File: src/rtl/display_pkg.sv
// Shared constants and helpers for the four-digit BCD display scanner.
package display_pkg;

  localparam int         DIGITS  = 4;
  localparam logic [3:0] SEL_OFF = 4'b1111;

  function automatic logic [3:0] sel_onehot_n(input logic [1:0] idx);
    return ~(4'b0001 << idx);
  endfunction

  // A digit is blanked when it and every more significant nibble are zero.
  function automatic logic [3:0] lz_mask(input logic [15:0] bcd);
    logic [3:0] m;
    m[3] = (bcd[15:12] == 4'h0);
    m[2] = m[3] && (bcd[11:8] == 4'h0);
    m[1] = m[2] && (bcd[7:4] == 4'h0);
    m[0] = 1'b0;
    return m;
  endfunction

endpackage

File: src/rtl/scan_prescaler.sv
// Slot counter for the display scanner: counts 0..PRESCALE-1 and flags the wrap.
module scan_prescaler #(
  parameter  int PRESCALE = 1000,
  localparam int CW       = $clog2(PRESCALE)
) (
  input  logic          i_clk,
  input  logic          i_rst_n,
  output logic [CW-1:0] o_cnt,
  output logic          o_tick
);

  logic [CW-1:0] r_cnt;

  assign o_tick = (r_cnt == CW'(PRESCALE - 1));
  assign o_cnt  = r_cnt;

  always_ff @(posedge i_clk) begin
    if (!i_rst_n) begin
      r_cnt <= '0;
    end else if (o_tick) begin
      r_cnt <= '0;
    end else begin
      r_cnt <= r_cnt + CW'(1);
    end
  end

endmodule

File: src/rtl/display_scanner.sv
// Four-digit multiplexed BCD scanner with shadow-register updates, leading-zero
// blanking and an anti-ghosting blank window at the start of every digit slot.
module display_scanner
  import display_pkg::*;
#(
  parameter int PRESCALE  = 1000,
  parameter int BLANK_CYC = 2
) (
  input  logic        i_clk,
  input  logic        i_rst_n,
  input  logic        i_load,
  input  logic [15:0] i_d,
  input  logic        i_lzb,
  output logic [3:0]  o_a,
  output logic        o_en,
  output logic [3:0]  o_sel_n,
  output logic        o_frame
);

  localparam int CW = $clog2(PRESCALE);
  localparam int IW = $clog2(DIGITS);

  logic [CW-1:0] w_cnt;
  logic          w_tick;

  scan_prescaler #(.PRESCALE(PRESCALE)) u_prescaler (
    .i_clk   (i_clk),
    .i_rst_n (i_rst_n),
    .o_cnt   (w_cnt),
    .o_tick  (w_tick)
  );

  logic [IW-1:0] r_idx;
  logic [15:0]   r_disp;
  logic [15:0]   r_shd;
  logic          r_pend;
  logic [3:0]    r_a;
  logic          r_en;
  logic [3:0]    r_sel_n;
  logic          r_frame;

  logic          w_boundary;
  logic          w_blank;
  logic          w_lz;
  logic [IW-1:0] w_idx_nxt;
  logic [15:0]   w_disp_nxt;
  logic [3:0]    w_mask;
  logic [3:0]    w_a_nxt;
  logic [3:0]    w_sel_nxt;
  logic          w_en_nxt;

  // Outputs are computed from the next-state values so they track CNT/IDX
  // on the same edge; the blank test is "next CNT < BLANK_CYC" rewritten
  // in terms of the current count.
  always_comb begin
    w_boundary = w_tick && (r_idx == IW'(DIGITS - 1));
    w_idx_nxt  = w_tick ? r_idx + IW'(1) : r_idx;
    w_disp_nxt = (w_boundary && r_pend) ? r_shd : r_disp;
    w_blank    = w_tick || (w_cnt < CW'(BLANK_CYC - 1));
    w_mask     = lz_mask(w_disp_nxt);
    w_lz       = i_lzb && w_mask[w_idx_nxt];
    w_a_nxt    = w_disp_nxt[{w_idx_nxt, 2'b00} +: 4];
    w_sel_nxt  = SEL_OFF;
    w_en_nxt   = 1'b0;
    if (!w_blank && !w_lz) begin
      w_sel_nxt = sel_onehot_n(w_idx_nxt);
      w_en_nxt  = 1'b1;
    end
  end

  // A boundary copies the pre-LOAD shadow; a coincident LOAD leaves PEND set.
  always_ff @(posedge i_clk) begin
    if (!i_rst_n) begin
      r_idx   <= '0;
      r_disp  <= '0;
      r_shd   <= '0;
      r_pend  <= 1'b0;
      r_a     <= 4'h0;
      r_en    <= 1'b0;
      r_sel_n <= SEL_OFF;
      r_frame <= 1'b0;
    end else begin
      r_idx   <= w_idx_nxt;
      r_disp  <= w_disp_nxt;
      r_shd   <= i_load ? i_d : r_shd;
      r_pend  <= i_load || (r_pend && !w_boundary);
      r_a     <= w_a_nxt;
      r_en    <= w_en_nxt;
      r_sel_n <= w_sel_nxt;
      r_frame <= w_boundary;
    end
  end

  assign o_a     = r_a;
  assign o_en    = r_en;
  assign o_sel_n = r_sel_n;
  assign o_frame = r_frame;

endmodule

File: config.mk
export PLATFORM = sky130hd
export DESIGN_NAME = display_scanner
export DESIGN_NICKNAME = d
export VERILOG_FILES = /design/src/rtl/display_pkg.sv /design/src/rtl/scan_prescaler.sv /design/src/rtl/display_scanner.sv
export SDC_FILE = /design/constraint.sdc
export NUM_CORES = 1
export LEC_CHECK = 0
export CORE_AREA = 2 2 70 72
export DETAILED_ROUTE_END_ITERATION = 10
export DIE_AREA = 0 0 72 74
export DONT_BUFFER_PORTS = 1
export PLACE_DENSITY = 0.72
export RECOVER_POWER = 100
export SLEW_MARGIN = 10
export SYNTH_ARGS = -nofsm -noshare
export SYNTH_HDL_FRONTEND = slang
export SYNTH_HIERARCHICAL = 1
export SYNTH_SLANG_ARGS = --single-unit
File: constraint.sdc
create_clock -name i_clk -period 2.5 [get_ports i_clk]
set_input_delay 0.5 -clock i_clk [delete_from_list [all_inputs] [get_ports i_clk]]
set_output_delay 0.5 -clock i_clk [all_outputs]
set_load 0.01 [all_outputs]
==> results.md <==
- The cell area power density is 620 mW/mm^2.
- The clock transition at the registers of the reported paths is 100 ps.
- The first-pass GRT wire length is 8270 um.
- Leaving out fill and tap cells, the most frequent cell in the layout is sky130_fd_sc_hd__dfxtp_1.
- The floorplan die width is 72 um.
- The largest voltage drop on the vdd net is 520 uV.
- The CTS buffer count is 5.
- The number of failing hold endpoints at the final stage is 0.
- Sequential elements use 45.0% of the synthesized area.
- The pin count of the biggest net entering global routing is 40.
- The signal arrival time at the worst endpoint is 2620 ps.
- During synthesis, Yosys emitted a total of 6 warnings.
- The HPWL after detailed placement is 3710 um.
- For this block, the initial DRC count from the detailed router was 90.
- Once placement finished, the instance area stood at 0.00252 sq mm.
- The synthesized instance count is 257.
- The number of nets still failing antenna checks after routing is 0.
- Across the run, the number of max-cap violations was 0.
- The share of layout cells above drive strength 1 is 9.51%.
- For the pin with the worst max-slew slack, the measured transition is 1150 ps.
- The number of distinct library cells after synthesis is 50.
- The endpoint type of the worst setup path is a flip-flop.
- The per-cell via count in the routed design is 5.94.
- The first TritonRoute pass finished after 4 iterations.
- A synthesized cell averages 9.53 sq um.
- The count of input and output buffers is 0.
- The number of top-level pins is 30.
- At the later pin of the worst-skew pair, clock insertion delay measures 310 ps.
- Across every metal layer, demand over resource in global routing totals 20.3%.
- The post-route cell area is 0.00265 sq mm.
- For this run, design rule violations remaining after detail routing come to 0.
- For this run, the post-layout net count is 284.
- At the worst endpoint, the required time is 2720 ps.
- The most frequently used flop master after synthesis is sky130_fd_sc_hd__dfxtp_1.
- The core outline area is 0.00460 sq mm.
- The worst stage delay on the critical path is 610 ps.
- The maximum clock path buffer count is 2.
- The worst setup skew after layout is 10.8 ps.
- The critical path is of the reg2reg type.
- Traced cell by cell, the critical path runs through ha_1 -> nand4bb_1 -> nor3_2 -> buf_4 -> xor2_4 -> mux4_1 -> a22o_1.
- The total power after layout is 1640 uW.
- The die is 74 um tall.
- The share of the core filled with cells is 57.6%.
- The worst slew margin relative to its limit is 23.1%.
- For this run, asynchronously set or reset flops after synthesis account for 0%.
- 0 antenna diodes ended up in the layout.
- Summed over its instances, the top area cell type makes up 45.0% of the synthesized netlist area.
- In the final routed layout, each cell accounts on average for 16.3 um.
- The flow ran to the end, and the final reports show no timing, DRC or antenna violations.
- CTS saw 55 sinks.
- The die covers 0.00533 sq mm.
- Ranked by total cell area, the synthesized netlist is headed by sky130_fd_sc_hd__dfxtp_1 (45%), sky130_fd_sc_hd__mux2i_1 (6.9%), sky130_fd_sc_hd__mux4_1 (6.4%).
- The largest total area in the synthesized netlist belongs to sky130_fd_sc_hd__dfxtp_1.
- The via count of the first global-routing pass is 1685.
- The post-synthesis net count is 279.
- The effective utilization at floorplan is 53.3%.
- The total length of routed wires is 5160 um.
- The clock tree root buffer cell is sky130_fd_sc_hd__clkbuf_8.
- The number of antenna violations at the first check in global routing was 0.
- Broken down by cell family, the worst path's largest delay share belongs to multiplexers.
- The timing-limited maximum frequency is 416 MHz.
- The synthesis-to-finish area growth is 8.18%.
- The buffers plus inverters on the worst setup path is 1.
- The max-slew violation count is 0.
- The cell area that synthesis handed to floorplanning was 0.00245 sq mm.
- The number of standard-cell rows in the floorplan is 25.
- The top cell types in the final layout, fill and taps aside, are sky130_fd_sc_hd__dfxtp_1 (55), sky130_fd_sc_hd__nand2_1 (39), sky130_fd_sc_hd__nor2_1 (28).
- The worst hold slack is 308 ps.
- TritonCTS built the clock tree.
- At the end of routability-driven placement, the weighted congestion stood at 0.837.
- The worst min-delay path class is in2reg.
- The final period demand of the worst path is 2400 ps.
- The level count of the clock H-tree is 2.
- Among all stages on the critical path, the largest delay is contributed by sky130_fd_sc_hd__mux4_1.
- The share of the clock period used by the worst path is 96.1%.
- The kind of start point of the critical path is a flip-flop.
- The leakage power total is 0.00102 uW.
- The remaining global-route overflow is 0.
- Synthesis inferred 55 register bits.
- Along the worst path, the maximum fanout reaches 9.
- Yosys mapped a number of flops with a built-in enable equal to 0.
- Setup violations remaining at the end of the flow were counted as 0.
- The routed layout has 1883 vias.
[path summary, 6_finish.rpt]
path / from / end / slack, ps / depth (start not counted)
hold / removal: i_rst_n / r_idx[0] / 310 / 1
setup reg to reg: u_prescaler/o_cnt[0] / o_a[1] / 100 / 7
setup / recovery: u_prescaler/o_cnt[0] / o_a[1] / 100 / 7
hold reg to reg: r_shd[6] / r_disp[6] / 470 / 2
[logic make-up after synthesis]
logic type                 synth area share, %
AOI/OAI and AO/OA                         12.4
xor gates and xnor gates                  2.20
adders and majority gates                 1.02
buffers and inverters                     2.91
DFF                                       45.0
muxes                                     14.8
and+or+nand+nor                           21.8
[worst reg2reg max path: cells and delay by family (launching register included)]
kind	cells	cell delay [ps]
flip-flops	1	410
adder cells (fa/ha/maj)	1	250
XOR/XNOR	1	340
AND/OR/NAND/NOR	2	290
buffers and inverters	1	170
multiplexers	1	610
AO/OA/AOI/OAI	1	240
[area by class of cell]
type	count	area, sq um
tap	54	67.6
clock inverter	2	38.8
timing repair buffer	9	63.8
inverter	6	22.5
multi-input combinational	185	1270
sequential	55	1100
clock buffer	6	82.6
fill	440	1950
[cells in the mapped netlist, types with 2 or more instances]
| master | number |
|---|---|
| sky130_fd_sc_hd__dfxtp_1 | 55 |
| sky130_fd_sc_hd__nand2_1 | 39 |
| sky130_fd_sc_hd__nor2_1 | 28 |
| sky130_fd_sc_hd__a21oi_1 | 20 |
| sky130_fd_sc_hd__mux2i_1 | 17 |
| sky130_fd_sc_hd__nor3_1 | 8 |
| sky130_fd_sc_hd__clkbuf_1 | 6 |
| sky130_fd_sc_hd__mux4_1 | 6 |
| sky130_fd_sc_hd__nor4_1 | 6 |
| sky130_fd_sc_hd__inv_1 | 5 |
| sky130_fd_sc_hd__a22o_1 | 4 |
| sky130_fd_sc_hd__nand3_1 | 4 |
| sky130_fd_sc_hd__o21ai_0 | 4 |
| sky130_fd_sc_hd__and3_1 | 3 |
| sky130_fd_sc_hd__buf_2 | 3 |
| sky130_fd_sc_hd__o211ai_1 | 3 |
| sky130_fd_sc_hd__or3_1 | 3 |
| sky130_fd_sc_hd__and2_1 | 2 |
| sky130_fd_sc_hd__ha_1 | 2 |
| sky130_fd_sc_hd__nand2b_1 | 2 |
| sky130_fd_sc_hd__nand3_2 | 2 |
| sky130_fd_sc_hd__nand4b_1 | 2 |
| sky130_fd_sc_hd__nor2b_1 | 2 |
| sky130_fd_sc_hd__o21ai_1 | 2 |
| sky130_fd_sc_hd__o31a_1 | 2 |
| sky130_fd_sc_hd__or4_1 | 2 |
| sky130_fd_sc_hd__xor2_1 | 2 |
[stage by stage]
stage                     cells  setup slack (ps)  TNS [ps]
after floorplan             257              12.6         0
after global placement      307               160         0
after detailed placement    307               115         0
after CTS                   315              82.8         0
after global routing        317            -0.430    -0.430
final                       317              97.5         0
[power by group]
group	switching (uW)	total, uW	internal (uW)
Combinational	39.4	78.3	39.0
Sequential	33.9	939	905
Clock	294	624	330
Total	367	1640	1270
[state kept, by name (all words and copies together) (netlist names)]
signal and count:
o_a 4, o_en 1, o_frame 1, o_sel_n 4, r_disp 16, r_idx 2
r_pend 1, r_shd 16, u_prescaler/o_cnt 10
[metal layers]
layer	routed length (um)	up-vias	track usage [%]
met5	0	-	0
met4	73	0	7.97
met3	264	5	5.42
met2	2430	51	32.1
met1	2390	891	26.8
li1	-	936	-
[repair_timing]
action	CTS	global route
gates resized for setup	0	1
hold buffers	0	0
buffers inserted	0	2
setup endpoints to repair	0	6
No activity file was read; power rests on OpenSTA's default activity.
